`src/rtl/serial_sub4_if.sv`:
```
// serial_sub4_if: start/operand/result bundle for the bit-serial subtractor.
// The ovf signal exists only when SERIAL_SUB4_OVF_EN is defined.
interface serial_sub4_if #(parameter int WIDTH = 4);
    logic             start;
    logic [WIDTH-1:0] a;
    logic [WIDTH-1:0] b;
    logic             b_in;
    logic [WIDTH-1:0] diff;
    logic             b_out;
    logic             busy;
    logic             done;
`ifdef SERIAL_SUB4_OVF_EN
    logic             ovf;
    modport master (output start, a, b, b_in, input diff, b_out, busy, done, ovf);
    modport slave  (input start, a, b, b_in, output diff, b_out, busy, done, ovf);
`else
    modport master (output start, a, b, b_in, input diff, b_out, busy, done);
    modport slave  (input start, a, b, b_in, output diff, b_out, busy, done);
`endif
endinterface

```
`src/rtl/serial_sub4.sv`:
```
// serial_sub4: bit-serial a - b - b_in, LSB first, one full-subtractor cell.
// Optional signed-overflow output enabled by defining SERIAL_SUB4_OVF_EN.
module serial_sub4 #(
    parameter int WIDTH = 4
) (
    input logic         clk,
    input logic         rst_n,
    serial_sub4_if.slave bus
);
    localparam int CW = $clog2(WIDTH) + 1;
    typedef enum logic [1:0] {IDLE, SHIFT, DONE} state_t;
    state_t           state, state_nx;
    logic [WIDTH-1:0] a_sr, b_sr, diff_r;
    logic [CW-1:0]    cnt;
    logic             br, b_out_r, accept, last, d, br_nx;
`ifdef SERIAL_SUB4_OVF_EN
    logic             a_msb, b_msb, ovf_r;
`endif
    always_comb begin
        accept   = bus.start && state != SHIFT;
        last     = cnt == CW'(WIDTH - 1);
        d        = a_sr[0] ^ b_sr[0] ^ br;
        br_nx    = (~a_sr[0] & b_sr[0]) | (~(a_sr[0] ^ b_sr[0]) & br);
        state_nx = accept ? SHIFT : (state == SHIFT ? (last ? DONE : SHIFT) : IDLE);
    end
    always_ff @(posedge clk or negedge rst_n) begin
        if (!rst_n) state <= IDLE;
        else        state <= state_nx;
    end
    always_ff @(posedge clk or negedge rst_n) begin
        if (!rst_n) begin
            a_sr    <= '0;
            b_sr    <= '0;
            diff_r  <= '0;
            cnt     <= '0;
            br      <= 1'b0;
            b_out_r <= 1'b0;
`ifdef SERIAL_SUB4_OVF_EN
            a_msb   <= 1'b0;
            b_msb   <= 1'b0;
            ovf_r   <= 1'b0;
`endif
        end else if (accept) begin
            a_sr  <= bus.a;
            b_sr  <= bus.b;
            br    <= bus.b_in;
            cnt   <= '0;
`ifdef SERIAL_SUB4_OVF_EN
            a_msb <= bus.a[WIDTH-1];
            b_msb <= bus.b[WIDTH-1];
`endif
        end else if (state == SHIFT) begin
            a_sr   <= a_sr >> 1;
            b_sr   <= b_sr >> 1;
            br     <= br_nx;
            cnt    <= cnt + CW'(1);
            diff_r <= {d, diff_r[WIDTH-1:1]};
            if (last) begin
                b_out_r <= br_nx;
`ifdef SERIAL_SUB4_OVF_EN
                // d on the last bit is the final diff MSB
                ovf_r   <= (a_msb ^ b_msb) & (a_msb ^ d);
`endif
            end
        end
    end
    assign bus.diff  = diff_r;
    assign bus.b_out = b_out_r;
    assign bus.busy  = state == SHIFT;
    assign bus.done  = state == DONE;
`ifdef SERIAL_SUB4_OVF_EN
    assign bus.ovf   = ovf_r;
`endif
endmodule

```
`src/flat_wrapper.sv`:
```
// flat-port wrapper written by rule: the top's interface ports become plain ports
module serial_sub4_flat 
#(
    parameter int WIDTH = 4
)
  (clk, rst_n, bus_start, bus_a, bus_b, bus_b_in, bus_diff, bus_b_out, bus_busy, bus_done);
  serial_sub4_if #(.WIDTH(WIDTH)) bus_i ();
  input logic clk;
  input logic rst_n;
  input wire logic [$bits(bus_i.start)-1:0] bus_start;
  input wire logic [$bits(bus_i.a)-1:0] bus_a;
  input wire logic [$bits(bus_i.b)-1:0] bus_b;
  input wire logic [$bits(bus_i.b_in)-1:0] bus_b_in;
  output wire logic [$bits(bus_i.diff)-1:0] bus_diff;
  output wire logic [$bits(bus_i.b_out)-1:0] bus_b_out;
  output wire logic [$bits(bus_i.busy)-1:0] bus_busy;
  output wire logic [$bits(bus_i.done)-1:0] bus_done;
  assign bus_i.start = bus_start;
  assign bus_i.a = bus_a;
  assign bus_i.b = bus_b;
  assign bus_i.b_in = bus_b_in;
  assign bus_diff = bus_i.diff;
  assign bus_b_out = bus_i.b_out;
  assign bus_busy = bus_i.busy;
  assign bus_done = bus_i.done;
  serial_sub4 #(.WIDTH(WIDTH)) u_core (.clk(clk), .rst_n(rst_n), .bus(bus_i));
endmodule
```
`config.mk`:
```
export PLATFORM = sky130hd
export DESIGN_NAME = serial_sub4_flat
export DESIGN_NICKNAME = d
export VERILOG_FILES = /design/src/rtl/serial_sub4_if.sv /design/src/rtl/serial_sub4.sv /design/src/flat_wrapper.sv
export SDC_FILE = /design/constraint.sdc
export NUM_CORES = 1
export LEC_CHECK = 0
export BUFFER_PORTS_ARGS = -buffer_cell sky130_fd_sc_hd__buf_2
export CAP_MARGIN = 10
export CORE_UTILIZATION = 25
export DETAILED_ROUTE_END_ITERATION = 8
export GPL_TIMING_DRIVEN = 0
export SETUP_SLACK_MARGIN = 0.05
export SLEW_MARGIN = 20
export SYNTH_ARGS = -nofsm -noshare
export SYNTH_HDL_FRONTEND = slang
export SYNTH_SLANG_ARGS = --single-unit
```
`constraint.sdc`:
```
create_clock -name clk -period 1.1 [get_ports clk]
set_input_delay 0.165 -clock clk [delete_from_list [all_inputs] [get_ports clk]]
set_output_delay 0.165 -clock clk [all_outputs]
set_load 0.05 [all_outputs]
```
==> impl_metrics.yaml, run 1 <==
pwr:
  powerDensity_nw_per_um2: 3100
  p_leak_nw: 0.630
  irDropWorstVdd_v: 0.00228
placed_design:
  port_buffers: 18
  pre_cts_ws_ns: -0.149
  routabilityCongestion: 0.595
  dp.cells: 127
  place_hpwl_um: 1120
clock_network:
  cts_root_buffer: "clkbuf_4"
  cts_tree: "done"
  cts_sinks: 19
  numCtsBuffers: 3
  h-tree-depth: 1
  clkTransAtPathRegs_ns: 0.10
  clock_latency_ns: 0.29
  cts.path.max_buffers: 2
logic_synthesis:
  syn_area_um2: 900
  async_reset_ff_share_pct: 100
  synth-edff-count: 0
  yosysMostFrequentCell: "dfrtp_1"
  synthMuxAreaShare_pct: 31.6
  synth_largest_area_cell: "dfrtp_1"
  synthAdderAreaFrac_pct: 5.01
  syn_area_per_cell_um2: 14.3
  synth_area_leaders: "dfrtp_1 (53%), mux2_2 (14%), mux2_4 (10%)"
  synth_top_family_by_area: "multiplexers"
  yosys_warnings: 0
  synth_cell_type_count: 14
  synth_cells: 63
  synth_common_cells: "dfrtp_1 (19), mux2_2 (11), mux2i_1 (7)"
  ys_seq_area_share_pct: 52.9
  synth_fp_nets: 78
  netlist.area_leader.share_pct: 52.9
  synth_xor_xnor_area_share_pct: 0
  ys_ff_latch: 19
  synthFlopType: "dfrtp_1"
  synth-simple-area-share_pct: 5.15
  synth_compound_area_share_pct: 0.834
critical_path:
  worstSetupEndpointType: "primary output"
  startpoint_type: "register"
  criticalPathCategory: "reg -> out"
  worst_ep_required_time_ns: 0.94
  crit_path_max_fanout: 3
  cp.arrival_ns: 1.11
sta:
  hold_viol_final: 0
  rsz0062_at_grt: "yes"
  timing.slew.headroom_pct: 70.7
  setup_viol: 18
  max_slew.worst_pin.slew_ns: 0.439
  fin_crit_ns: 1.28
  worst_slack_ns: -0.178
  drv_slew: 0
  fin_worst_skew_ns: 0.00390
  fin_crit_sh_pct: 116
  clock.fmax_mhz: 783
min_path:
  hold_class: "in -> reg"
layout:
  multi_input_area_um2: 412
  nFillCells: 326
  layout-drive-gt1-share_pct: 61.2
  stdcell_count: 144
  seqCellArea_um2: 475
  antenna_cells: 0
  areaGrowthSynthToFinish_pct: 42.8
  final_nets: 114
grt:
  grt_pass1_vias: 598
  grt_pass1_wl_um: 2740
  grt_usage_pct: 10.0
  grt_max_degree: 20
  grt-ovfl-total: 0
  antenna_found_initial: 0
detailed_routing:
  wirelength_met1_um: 776
  first_iter_violations: 4
  maxUsedRoutingLayer: "met4"
  vias: 595
  drt-total-wl_um: 1780
  wl_per_cell_um: 12.4
  drt-vias-per-instance: 4.13
  remaining_drc_errors: 0
  route.met2.wl_um: 929
  drt-pass1-iter-count: 4
  ant_nets: 0
  met3_length_um: 68
floorplan:
  core_um2: 3390
  placementRows: 21
  io_pins: 19
  start_util_pct: 26.5
  die_h_um: 62.0
  die_area_um2: 3840
  die_width_um: 62.0
status:
  status: "finished with violations"
  violations: "setup timing"
flow_run:
  maxCapViolCount: 0
[final timing paths]
kind	from	end	slack, ns	cells past startpoint
min	bus_a[3]	u_core.a_sr[3]	0.11	3
min in group asynchronous	rst_n	u_core.bus.diff[2]	0.33	2
min reg2reg	u_core.b_sr[2]	u_core.b_sr[1]	0.52	1
max in group asynchronous	rst_n	u_core.a_sr[0]	0.46	2
max	u_core.state[0]	bus_busy	-0.18	3
max reg2reg	u_core.state[1]	u_core.b_sr[0]	-0.17	4
[routing by layer]
metal  track usage (%)  up-vias
li1                  -      284
met1              13.3      296
met2              16.3       13
met3              1.86        2
met4              3.81        0
met5                 0        -
[critical path, stage by stage (launching register included)]
cell	delay [ns]
dfrtp_1	0.44
nand2b_4	0.12
clkinvlp_4	0.10
buf_6	0.16
[stage by stage]
stage	util, %	power [mW]	hold slack [ns]	instance area (um2)	TNS [ns]
6_report	37.9	3.98	0.112	1280	-2.21
5_1_grt	37.9	4.21	0.127	1280	-2.77
2_1_floorplan	-	2.51	-0.131	918	-0.688
3_5_place_dp	31.5	2.88	0.131	1070	-1.14
3_3_place_gp	31.5	2.82	0.121	1070	-1.02
4_1_cts	36.0	3.74	0.107	1220	-1.94
[power breakdown]
group / internal, mW / switching, mW / total [mW]
registers: 1.01 / 0.207 / 1.22
logic: 1.34 / 1.08 / 2.42
clock network: 0.135 / 0.214 / 0.349
total: 2.48 / 1.50 / 3.98
[cell usage in the layout, fill, tap and decap left out]
| master | Yosys | layout |
|---|---|---|
| dlygate4sd3_1 | 0 | 1 |
| nand2b_1 | 3 | 2 |
| clkinvlp_4 | 0 | 1 |
| o21a_1 | 1 | 1 |
| dfrtp_1 | 19 | 19 |
| clkbuf_16 | 0 | 1 |
| nor2b_1 | 2 | 1 |
| inv_2 | 0 | 2 |
| ha_2 | 0 | 1 |
| buf_2 | 0 | 11 |
| nor2_1 | 2 | 2 |
| mux2_2 | 11 | 10 |
| clkbuf_4 | 0 | 3 |
| nand3b_1 | 1 | 1 |
| nor2b_2 | 0 | 1 |
| fa_1 | 1 | 1 |
| nand2b_4 | 0 | 1 |
| inv_1 | 6 | 3 |
| buf_6 | 1 | 9 |
| mux2i_1 | 7 | 7 |
| buf_12 | 0 | 1 |
| clkinv_2 | 0 | 1 |
| ha_4 | 0 | 1 |
| mux2_4 | 6 | 7 |
| buf_4 | 1 | 10 |
[sequential cells by signal, summed over array words and instances (netlist names)]
register,flops
u_core.a_sr,4
u_core.b_sr,4
u_core.bus.diff,4
u_core.cnt,3
u_core.state,2
u_core.br,1
u_core.bus.b_out,1
[cell type report]
class                      count  share of cell area, %
buffer                         2                   2.43
clock buffer                   3                   1.75
clock inverter                 1                  0.389
inverter                       6                   2.04
multi-input combinational     36                   32.0
sequential                    19                   37.0
tap                           46                   4.48
timing repair buffer          31                   19.9
[logic make-up after synthesis]
logic type / after synthesis
muxes: 24
DFF: 19
buffers and inverters: 8
and+or+nand+nor: 8
adders and majority gates: 3
AOI/OAI and AO/OA: 1
[what timing repair did]
item / CTS / global route
hold buffers: 1 / 0
endpoints found under the setup margin: 23 / 24
resized for setup: 21 / 1
cloned: 0 / 1
setup buffers: 6 / 5
pin swaps: 2 / 1
endpoints found under the hold margin: 19 / 0
(Power assumes the default switching activity.)
==> inputs of run 2 (changes only) <==
--- a/config.mk
+++ b/config.mk
@@ -5,6 +5,7 @@
 export SDC_FILE = /design/constraint.sdc
 export NUM_CORES = 1
 export LEC_CHECK = 0
+export ABC_AREA = 1
 export BUFFER_PORTS_ARGS = -buffer_cell sky130_fd_sc_hd__buf_2
 export CAP_MARGIN = 10
 export CORE_UTILIZATION = 25
==> run 2 against run 1 <==
Against the previous run: the run still ends with setup timing left; final area is 11% higher; routed wire length is 33% higher; sequential cell count stayed put; fmax is 0.23% lower; via count is 41% higher; utilization is 4.2 points higher; largest power group unchanged.
==> impl_metrics.yaml, run 2 <==
sta:
  worst_slack_ns: -0.181
  clock.fmax_mhz: 781
  timing.slew.headroom_pct: 70.9
  fin_crit_sh_pct: 116
  fin_worst_skew_ns: 0.00241
  hold_viol_final: 0
  setup_viol: 3
  max_slew.worst_pin.slew_ns: 0.436
  fin_crit_ns: 1.28
  hold_ws_ns: 0.0834
  drv_slew: 0
  rsz0062_at_grt: "yes"
critical_path:
  worst_ep_required_time_ns: 0.94
  crit_path_max_fanout: 2
  criticalPathCategory: "reg -> out"
  startpoint_type: "register"
  reg2reg_from: "u_core.br"
  worstSetupEndpointType: "primary output"
  crit_start: "u_core.state[0]"
  cp.arrival_ns: 1.12
detailed_routing:
  vias: 837
  drt-vias-per-instance: 4.65
  drt-pass1-iter-count: 4
  remaining_drc_errors: 0
  wl_per_cell_um: 13.2
  first_iter_violations: 32
  ant_nets: 0
  drt-total-wl_um: 2380
clock_network:
  cts_root_buffer: "clkbuf_4"
  clkTransAtPathRegs_ns: 0.11
  clock_latency_ns: 0.30
  cts_tree: "done"
  cts_sinks: 19
  h-tree-depth: 1
  numCtsBuffers: 3
  cts.path.max_buffers: 2
floorplan:
  io_pins: 19
  die_h_um: 61.9
  start_util_pct: 26.5
  core_um2: 3390
  placementRows: 21
  die_width_um: 61.9
  die_area_um2: 3830
logic_synthesis:
  netlist.area_leader.share_pct: 53.0
  synth_area_leaders: "dfrtp_1 (53%), nand3_1 (16%), nand2_1 (8.8%)"
  async_reset_ff_share_pct: 100
  synthFlopType: "dfrtp_1"
  yosys_warnings: 0
  syn_area_per_cell_um2: 9.34
  synth_largest_area_cell: "dfrtp_1"
  synth-edff-count: 0
  synth_cells: 96
  synth_cell_type_count: 15
  yosysMostFrequentCell: "nand3_1"
  ys_seq_area_share_pct: 53.0
  syn_area_um2: 897
  synth_common_cells: "nand3_1 (28), nand2_1 (21), dfrtp_1 (19)"
  synth_fp_nets: 111
  ys_ff_latch: 19
grt:
  grt_max_degree: 20
  grt_pass1_wl_um: 3210
  globalRouteMet3Util_pct: 1.86
  grt_util_met1_pct: 13.2
  grt-ovfl-total: 0
  antenna_found_initial: 0
  met2_usage_pct: 21.4
  grt_usage_pct: 11.6
  busiest_layer: "met2"
  grt_pass1_vias: 756
pwr:
  irDropWorstVdd_v: 0.000642
  powerDensity_nw_per_um2: 3090
  clockPowerShare_pct: 8.3
  pwr-share-comb_pct: 64.7
  intPower_mw: 2.48
  p_sw_share_pct: 43.6
  pwr-share-seq_pct: 27.0
  p_leak_nw: 0.685
  p_sw_mw: 1.92
layout:
  mostFrequentLayoutCells: "dfrtp_1 (19), nand2_1 (18), buf_4 (15)"
  final_nets: 150
  multi_input_area_um2: 462
  antenna_cells: 0
  mostFrequentLayoutCell: "dfrtp_1"
  finish.utilization_pct: 42.1
  areaGrowthSynthToFinish_pct: 59.0
  layout-drive-gt1-share_pct: 56.0
  nFillCells: 335
  seqCellArea_um2: 475
  stdcell_area_um2: 1430
placed_design:
  place_hpwl_um: 1320
  dpl-instance-area_um2: 1050
  routabilityCongestion: 0.695
  port_buffers: 17
status:
  status: "finished with violations"
  violations: "setup timing"
min_path:
  worstHoldStart: "bus_b[3]"
  hold_class: "in -> reg"
flow_run:
  maxCapViolCount: 0
==> run 2: worst paths after layout <==
| path | end | slack, ns | cells after the start |
|---|---|---|---|
| setup / recovery | bus_done | -0.18 | 3 |
| hold / removal | u_core.b_sr[3] | 0.08 | 3 |
| setup reg to reg | u_core.bus.diff[3] | -0.03 | 4 |
| hold reg to reg | u_core.b_sr[1] | 0.51 | 2 |
| max in group asynchronous | u_core.a_sr[1] | 0.48 | 2 |
| min in group asynchronous | u_core.bus.diff[2] | 0.32 | 2 |
==> run 2: power groups by stage <==
stage          logic (mW)  clock network (mW)  registers [mW]
2_1_floorplan       0.999                   0            1.46
3_3_place_gp         1.62                   0            1.17
3_5_place_dp         1.67                   0            1.19
4_1_cts              2.13               0.367            1.16
5_1_grt              3.09               0.398            1.21
6_report             2.85               0.364            1.19
==> run 2: routing by layer <==
metal	routed length (um)	vias up
li1	-	393
met1	967	418
met4	44	0
met3	74	5
met5	0	-
met2	1290	21
==> run 2: what timing repair did <==
item,CTS,global route
endpoints found under the setup margin,12,24
hold buffers,1,0
buffers inserted,8,5
cloned,0,3
gates resized for setup,21,34
hold endpoints to repair,19,0
pin swaps,3,8
==> run 2: through the flow <==
| stage | cells | worst slack, ns | power (mW) | TNS, ns |
|---|---|---|---|---|
| 2_1_floorplan | 96 | 0.0466 | 2.46 | 0 |
| 3_3_place_gp | 159 | -0.0941 | 2.79 | -0.0941 |
| 3_5_place_dp | 159 | -0.117 | 2.86 | -0.132 |
| 4_1_cts | 172 | -0.169 | 3.67 | -0.370 |
| 5_1_grt | 180 | -0.215 | 4.71 | -0.678 |
| 6_report | 180 | -0.181 | 4.40 | -0.366 |
==> run 2: logic make-up (layout without fill, tap and decap cells) <==
kind of cell | Yosys count | in the layout | synth area share [%]
and+or+nand+nor | 53 | 53 | 29.0
DFF | 19 | 19 | 53.0
adders and majority gates | 3 | 3 | 5.02
AOI/OAI and AO/OA | 6 | 6 | 3.77
buffers and inverters | 15 | 53 | 9.21
==> run 2: critical path, cell delays in order (launching register included) <==
cell     delay, ns
dfrtp_1       0.40
buf_4         0.16
nor2_4        0.10
buf_6         0.16
==> run 2: cell type report <==
cell class                 instances  share of cell area (%)
multi-input combinational         62                    32.4
sequential                        19                    33.3
timing repair buffer              34                    21.1
inverter                           9                    2.54
tap                               46                    4.04
clock buffer                       4                    1.84
buffer                             6                    4.74
==> inputs of run 3 (changes only) <==
--- a/config.mk
+++ b/config.mk
@@ -12,6 +12,7 @@
 export DETAILED_ROUTE_END_ITERATION = 8
 export GPL_TIMING_DRIVEN = 0
 export SETUP_SLACK_MARGIN = 0.05
+export SKIP_LAST_GASP = 1
 export SLEW_MARGIN = 20
 export SYNTH_ARGS = -nofsm -noshare
 export SYNTH_HDL_FRONTEND = slang
==> run 3 against run 2 <==
Against the previous run: the flow still finishes with violations (setup timing); sequential share of layout area up 0.24 points; combinational power about the same; first-iteration DRC count unchanged; cell count did not move; routed wire length shrank 0.97%; clock-buffer cell count did not move; power shrank 0.31%; hold slack gained 0.0072 ns; non-clock buffer count unchanged; via count shrank 1.3%; global-route usage is the same; critical path type unchanged.
==> impl_metrics.yaml, run 3 (same netlist as run 2, synthesis figures left out) <==
layout:
  final_nets: 150
  antenna_cells: 0
  layout-drive-gt1-share_pct: 54.5
  multi_input_area_um2: 452
  seqCellArea_um2: 475
  nFillCells: 334
  areaGrowthSynthToFinish_pct: 57.9
  mostFrequentLayoutCells: "dfrtp_1 (19), nand2_1 (18), nand3_1 (16)"
  mostFrequentLayoutCell: "dfrtp_1"
  stdcell_count: 180
detailed_routing:
  remaining_drc_errors: 0
  drt-pass1-iter-count: 4
  ant_nets: 0
  wl_per_cell_um: 13.1
  drt-vias-per-instance: 4.59
  first_iter_violations: 32
  drt-total-wl_um: 2350
  vias: 826
pwr:
  clockPowerShare_pct: 8.2
  p_sw_mw: 1.91
  irDropWorstVdd_v: 0.000641
  intPower_mw: 2.48
  powerDensity_nw_per_um2: 3100
  p_sw_share_pct: 43.5
  pwr-share-comb_pct: 64.6
  p_leak_nw: 0.683
  pwr-share-seq_pct: 27.1
sta:
  hold_viol_final: 0
  fin_worst_skew_ns: 0.00198
  hold_ws_ns: 0.0905
  rsz0062_at_grt: "yes"
  drv_slew: 0
  setup_viol: 3
  fin_crit_ns: 1.28
  max_slew.worst_pin.slew_ns: 0.441
  clock.fmax_mhz: 782
  fin_crit_sh_pct: 116
  timing.slew.headroom_pct: 70.6
  tns_ns: -0.363
  worst_slack_ns: -0.179
critical_path:
  worst_ep_required_time_ns: 0.94
  criticalPathCategory: "reg -> out"
  cp.arrival_ns: 1.11
  startpoint_type: "register"
  worstPathCellList: "buf_4 -> nor2_4 -> buf_6"
  critPathMaxStageDelay_ns: 0.40
  worstSetupEndpointType: "primary output"
  crit_path_max_fanout: 2
  critPathSlowestCell: "dfrtp_1"
floorplan:
  placementRows: 21
  die_width_um: 61.9
  die_h_um: 61.9
  io_pins: 19
  core_um2: 3390
  start_util_pct: 26.5
  die_area_um2: 3830
clock_network:
  clock_latency_ns: 0.30
  numCtsBuffers: 3
  cts_sinks: 19
  cts_tree: "done"
  clkTransAtPathRegs_ns: 0.11
  cts_root_buffer: "clkbuf_4"
  h-tree-depth: 1
  cts.path.max_buffers: 2
placed_design:
  place_hpwl_um: 1320
  routabilityCongestion: 0.695
  dp.cells: 159
  port_buffers: 17
  pre_cts_ws_ns: -0.117
flow_run:
  maxCapViolCount: 0
grt:
  grt_pass1_wl_um: 3210
  grt_pass1_vias: 756
  antenna_found_initial: 0
  grt-ovfl-total: 0
  grt_usage_pct: 11.6
  grt_max_degree: 20
status:
  violations: "setup timing"
  status: "finished with violations"
min_path:
  hold_class: "in -> reg"
[run 3: cell counts in the layout (fill, tap and decap cells not counted)]
No cell type changed its count.
[run 3: repair_timing]
action / CTS / global route
hold buffers: 1 / 0
setup endpoints to repair: 12 / 24
cloned: 0 / 3
gates resized for setup: 21 / 32
pin swaps: 3 / 7
buffers inserted: 8 / 5
hold endpoints to repair: 19 / 0
[run 3: worst max-delay path: cells and delay by family (launching register included)]
kind                   cells  cell delay [ns]
DFF                        1             0.40
buffers and inverters      2             0.32
and+or+nand+nor            1             0.10
[run 3: power groups by stage]
stage | Combinational, mW | Sequential, mW | Clock (mW)
final | 2.84 | 1.19 | 0.361
after global routing | 3.08 | 1.21 | 0.398
after CTS | 2.13 | 1.16 | 0.367
after detailed placement | 1.67 | 1.19 | 0
after global placement | 1.62 | 1.17 | 0
after floorplan | 0.999 | 1.46 | 0
[run 3: final timing paths]
path,start,to,slack (ns),depth (start not counted)
worst max-delay path,u_core.state[0],bus_done,-0.18,3
worst min-delay path,bus_b[3],u_core.b_sr[3],0.09,3
worst max register to register,u_core.br,u_core.bus.diff[3],-0.03,4
worst min register to register,u_core.b_sr[2],u_core.b_sr[1],0.51,2
max in group asynchronous,rst_n,u_core.a_sr[1],0.47,2
min in group asynchronous,rst_n,u_core.bus.diff[2],0.33,2
[run 3: stage by stage]
stage,power (mW),cell area [um2],utilization (%)
2_1_floorplan,2.46,905,-
3_3_place_gp,2.79,1050,30.9
3_5_place_dp,2.86,1050,30.9
4_1_cts,3.67,1210,35.6
5_1_grt,4.69,1420,41.8
6_report,4.39,1420,41.8
[run 3: final cells by class]
type                    instances  area share [%]
well taps                      46            4.06
flip-flops and latches         19            33.6
inverters                       9            2.56
plain buffers                   6            4.77
multi-input cells              62            31.9
clock buffers                   4            1.86
repair buffers                 34            21.3
[run 3: routing by layer]
metal / track usage [%] / vias to the layer above / share of wire, %
met3: 1.86 / 5 / 3.6
li1: - / 391 / -
met1: 13.2 / 407 / 40
met2: 21.4 / 23 / 54
met5: 0 / - / 0
met4: 4.76 / 0 / 2.0
